--- src/rtl/hd44780_read_operation.sv ---
// HD44780 read bus cycle (RW=1): single busy-flag/address or data reads, plus an
// optional busy-poll mode that repeats BF reads until BF clears or the limit is hit.
module hd44780_read_operation #(
    parameter int T_AS       = 1,
    parameter int T_EH       = 4,
    parameter int T_AH       = 1,
    parameter int T_GAP      = 2,
    parameter int POLL_LIMIT = 4095
) (
    input  logic       i_clk,
    input  logic       i_reset_n,
    input  logic       i_start,
    input  logic       i_rs,
    input  logic       i_poll,
    input  logic [7:0] i_db,
    output logic       o_rs,
    output logic       o_rw,
    output logic       o_e,
    output logic       o_rd_active,
    output logic [7:0] o_data,
    output logic       o_valid,
    output logic       o_timeout,
    output logic       o_busy
);

    typedef enum logic [2:0] {IDLE, SETUP, EHIGH, HOLD, GAP, DONE} state_t;

    // Timers are loaded with (length - 1) and leave their state when they reach zero.
    localparam logic [3:0]  C_AS    = 4'(T_AS - 1);
    localparam logic [3:0]  C_EH    = 4'(T_EH - 1);
    localparam logic [3:0]  C_AH    = 4'(T_AH - 1);
    localparam logic [3:0]  C_GAP   = 4'(T_GAP - 1);
    localparam logic [11:0] C_LIMIT = 12'(POLL_LIMIT);

    state_t      r_state;
    logic [3:0]  r_tmr;
    logic [11:0] r_pollCnt;
    logic        r_poll;

    assign o_busy = (r_state != IDLE);

    always_ff @(posedge i_clk or negedge i_reset_n) begin
        if (!i_reset_n) begin
            r_state     <= IDLE;
            r_tmr       <= 4'd0;
            r_pollCnt   <= 12'd0;
            r_poll      <= 1'b0;
            o_rs        <= 1'b0;
            o_rw        <= 1'b0;
            o_e         <= 1'b0;
            o_rd_active <= 1'b0;
            o_data      <= 8'd0;
            o_valid     <= 1'b0;
            o_timeout   <= 1'b0;
        end else begin
            o_valid <= 1'b0;
            case (r_state)
                IDLE: begin
                    if (i_start) begin
                        r_poll      <= i_poll;
                        o_rs        <= i_rs & ~i_poll;
                        o_rw        <= 1'b1;
                        o_rd_active <= 1'b1;
                        o_timeout   <= 1'b0;
                        r_pollCnt   <= 12'd0;
                        r_tmr       <= C_AS;
                        r_state     <= SETUP;
                    end
                end
                SETUP: begin
                    if (r_tmr == 4'd0) begin
                        o_e     <= 1'b1;
                        r_tmr   <= C_EH;
                        r_state <= EHIGH;
                    end else begin
                        r_tmr <= r_tmr - 4'd1;
                    end
                end
                EHIGH: begin
                    // The bus is sampled on the edge that also drops E.
                    if (r_tmr == 4'd0) begin
                        o_e    <= 1'b0;
                        o_data <= i_db;
                        if (r_pollCnt != C_LIMIT) begin
                            r_pollCnt <= r_pollCnt + 12'd1;
                        end
                        r_tmr   <= C_AH;
                        r_state <= HOLD;
                    end else begin
                        r_tmr <= r_tmr - 4'd1;
                    end
                end
                HOLD: begin
                    if (r_tmr == 4'd0) begin
                        o_rw    <= 1'b0;
                        o_rs    <= 1'b0;
                        r_tmr   <= C_GAP;
                        r_state <= GAP;
                    end else begin
                        r_tmr <= r_tmr - 4'd1;
                    end
                end
                GAP: begin
                    if (r_tmr == 4'd0) begin
                        if (r_poll && o_data[7] && (r_pollCnt < C_LIMIT)) begin
                            o_rw    <= 1'b1;
                            r_tmr   <= C_AS;
                            r_state <= SETUP;
                        end else begin
                            o_valid     <= 1'b1;
                            o_timeout   <= r_poll & o_data[7];
                            o_rd_active <= 1'b0;
                            r_state     <= DONE;
                        end
                    end else begin
                        r_tmr <= r_tmr - 4'd1;
                    end
                end
                DONE: begin
                    r_state <= IDLE;
                end
                default: begin
                    r_state <= IDLE;
                end
            endcase
        end
    end

endmodule

--- config.mk ---
export PLATFORM = sky130hd
export DESIGN_NAME = hd44780_read_operation
export DESIGN_NICKNAME = d
export VERILOG_FILES = /design/src/rtl/hd44780_read_operation.sv
export SDC_FILE = /design/constraint.sdc
export NUM_CORES = 1
export LEC_CHECK = 0
export ABC_CLOCK_PERIOD_IN_PS = 3500
export CAP_MARGIN = 5
export CORE_ASPECT_RATIO = 0.8
export CORE_UTILIZATION = 58
export DETAILED_ROUTE_END_ITERATION = 12
export PLACE_DENSITY = 0.85
export SLEW_MARGIN = 20
export SYNTH_ARGS = -nofsm -noshare
export SYNTH_HDL_FRONTEND = slang
export SYNTH_SLANG_ARGS = --single-unit
--- constraint.sdc ---
create_clock -name i_clk -period 3.5 [get_ports i_clk]
set_input_delay 0.7 -clock i_clk [delete_from_list [all_inputs] [get_ports i_clk]]
set_output_delay 0.7 -clock i_clk [all_outputs]
set_load 0.02 [all_outputs]
==> impl_results.rst <==
.. list-table::
   :header-rows: 1

   * - Metric
     - Value
   * - Outcome
     - finished, final reports clean
   * - Post-synthesis xor/xnor area fraction
     - 0.4627%
   * - Relative slew margins
     - 49.14%
   * - Number of cells upsized or downsized after cts
     - 0
   * - Count of pins over their slew limit
     - 0
   * - Kind of path behind the tightest hold check
     - reg2reg
   * - Sort of element at the end of the critical path
     - output pin
   * - Upper clock frequency limit
     - 0.3679 GHz
   * - Number of antenna violations at the first check in global routing
     - 0
   * - Sequential cell area
     - 850.8 um2
   * - Total DRC errors in the routed layout
     - 0
   * - Multi-input gate area in the final layout
     - 977.2 um2
   * - Flop and latch count out of synthesis
     - 34
   * - ANT nets after route
     - 0
   * - Total of hold buffers inserted after clock tree synthesis
     - 0
   * - Number of buffers on the longest clock path
     - 2
   * - Clock tree root driver cell
     - clkbuf_8
   * - First-pass GRT wire length
     - 7031 um
   * - Total GRT Usage
     - 27.69%
   * - Post-synth top area share
     - 44.94%
   * - Via count
     - 1585
   * - Clock input transition at the sequential cells of the worst setup and hold paths
     - 0.07 ns
   * - Critical path class
     - reg2out
   * - Final net count
     - 230
   * - CTS tree
     - built
   * - Routability cong.
     - 0.7949
   * - Compound-gate portion of the synthesized area
     - 17.38%
   * - Unrepaired setup endpoints after global routing
     - no
   * - Clock Skew
     - 0.01284 ns
   * - Transition at the pin with the smallest max-transition slack
     - 0.7573 ns
   * - Synthesized netlist cell count
     - 188
   * - Top cells by area, synth
     - dfrtp_1 45%, mux2_2 5.4%, nand2_1 3.8%
   * - Average routed wire per standard cell
     - 16.78 um
   * - Arrival time at the worst endpoint
     - 2.02 ns
   * - Synth unique cells
     - 47
   * - Number of flops mapped to enable cells by yosys
     - 0
   * - DR iter-0 viols
     - 151
   * - Num rows
     - 18
   * - Total negative slack
     - 0 ns
   * - Basic-gate share of the synthesized area counting and, or, nand and nor cells
     - 25.38%
   * - Mean post-synth cell area
     - 10.07 um2
   * - Fraction of synthesized area in multiplexers
     - 6.411%
   * - Detailed-router iteration count before antenna repair
     - 4
   * - Die extent in x
     - 65.88 um
   * - Ports placed on the boundary
     - 28
   * - Clock insertion delay at the later pin of the skew report
     - 0.29 ns
   * - Areal power density over the cells
     - 788.7 nW/um2
   * - Final count of hold timing violations
     - 0
   * - Overall power after layout
     - 1.793 mW
   * - Largest area contributor in the netlist
     - dfrtp_1
   * - Cell leakage power
     - 0.9336 nW
   * - Register area share after synthesis
     - 44.94%
   * - Most frequent cell after synthesis
     - dfrtp_1
   * - Post-Syn Area
     - 1893 um2
   * - Setup violators final
     - 0
   * - Post-Synthesis Net Count
     - 204
   * - Fraction of the mapped netlist area in adder cells
     - 1.983%
   * - Layout cell share with drive strength beyond 1
     - 14.42%
   * - Period Utilization, post-route
     - 77.66%
   * - Total global routing overflow
     - 0
   * - Ranking of synthesized cells by instance count
     - 34 x dfrtp_1, 19 x nand2_1, 12 x o21ai_0, 9 x mux2_2, 9 x o31ai_1
   * - Post CTS Setup Buffer Count
     - 0
   * - Clock net sink count
     - 34
   * - Effective utilization at floorplan
     - 60.91%
   * - Max cap viols
     - 0
   * - Maximum number of pins on one net before global-route repair
     - 35
   * - Data required time of the critical path
     - 2.80 ns
   * - Design area
     - 2273 um2
   * - CTS buffer count
     - 5
   * - Layout Area Growth over Synthesis
     - 20.09%
   * - Fill cell total of the finished layout
     - 224
   * - Async SR Flop Fraction
     - 100.0%
   * - Die Y-Extent
     - 53.10 um
   * - Number of levels the H-tree was split into
     - 2
   * - Wirelength, routed
     - 4279 um
   * - Vias in the first global route
     - 1527
   * - Peak ir drop on the vdd network
     - 669.8 uV
   * - Critical-path maximum fanout
     - 20
   * - Post-layout minimum cycle time
     - 2.718 ns
   * - Synth warnings
     - 0
   * - Number of buffer cells added on primary ports
     - 27
   * - Dpl cell area
     - 2178 um2
   * - Critical path startpoint category
     - flip-flop
   * - Vias per Instance
     - 6.216
   * - Area of the die
     - 3498 um2
   * - Half-perimeter wire length after placement
     - 2893 um
   * - Main flop type after synthesis
     - dfrtp_1
   * - Standard cell core area
     - 3108 um2
   * - Combinational family with the most area after synthesis
     - simple AND/OR/NAND/NOR gates
   * - Diode count
     - 0
## path summary, 6_finish.rpt
kind / start / endpoint / slack [ns] / cells past startpoint
hold / removal: o_rd_active / o_rd_active / 0.48 / 1
hold reg to reg: o_rd_active / o_rd_active / 0.48 / 1
setup reg to reg: r_tmr[0] / r_pollCnt[4] / 1.02 / 6
setup / recovery: r_state[2] / o_busy / 0.78 / 2
max in group asynchronous: i_reset_n / o_e / 2.38 / 2
min in group asynchronous: i_reset_n / r_pollCnt[8] / 0.81 / 2
## where the power goes
part | internal [mW] | switching (mW) | total (mW)
Combinational | 0.386 | 0.421 | 0.806
Sequential | 0.523 | 0.161 | 0.684
Clock | 0.158 | 0.145 | 0.303
## cells in the final DEF, fill, tap and decap left out, drive strengths merged, types with 2 or more instances in the layout
master          n
a211o           2
a21bo           2
a21boi          2
a21o            2
a21oi           9
and2            4
and3            2
and4            2
buf             2
clkbuf          6
clkdlybuf4s50  27
dfrtp          34
ha              3
inv             4
mux2            9
mux2i           2
nand2          19
nand2b          2
nand3           8
nand4           3
nor2            6
nor3            3
nor3b           5
nor4            4
o21a            2
o21ai          12
o311ai          2
o31ai           9
or2             5
or3b            2
or4             8
## metal layers
metal	vias up	GRT usage, %	part of all wire [%]	wire length, um
met5	-	0	0	0
met4	0	9.420	1.1	46
met3	5	7.759	6.5	278
met2	53	42.86	47	2003
met1	773	37.17	46	1950
li1	754	-	-	-
## through the flow
step | utilization, % | std cells | hold slack, ns | setup slack (ns)
2_1_floorplan | - | 188 | 0.4044 | 1.516
3_3_place_gp | 70.09 | 247 | 0.4525 | 0.8383
3_5_place_dp | 70.09 | 247 | 0.4645 | 0.7240
4_1_cts | 73.15 | 255 | 0.4827 | 0.8079
5_1_grt | 73.15 | 255 | 0.4925 | 0.7158
6_report | 73.15 | 255 | 0.4803 | 0.7820
## area by class of cell
| cell class | count | area share (%) |
|---|---|---|
| Tap cell | 40 | 2.201 |
| Sequential cell | 34 | 37.42 |
| Clock buffer | 6 | 3.632 |
| Inverter | 4 | 0.6604 |
| Clock inverter | 2 | 0.5504 |
| Timing Repair Buffer | 29 | 12.55 |
| Multi-Input combinational cell | 140 | 42.98 |
## sequential cells by signal, summed over array words and instances, names as in the netlist
name,cells
r_pollCnt,12
o_data,8
r_tmr,4
r_state,3
o_e,1
o_rd_active,1
o_rs,1
o_rw,1
o_timeout,1
o_valid,1
r_poll,1
## logic make-up after synthesis
group / Yosys count
buf+inv: 14
xor+xnor: 1
mux: 11
flops: 34
fa+ha+maj: 3
simple gates: 77
compound gates: 48
## critical path: stages (launching register included)
cell	delay (ns)
dfrtp_1	0.61
or3_1	0.54
clkdlybuf4s50_1	0.57
(Power assumes the default switching activity.)
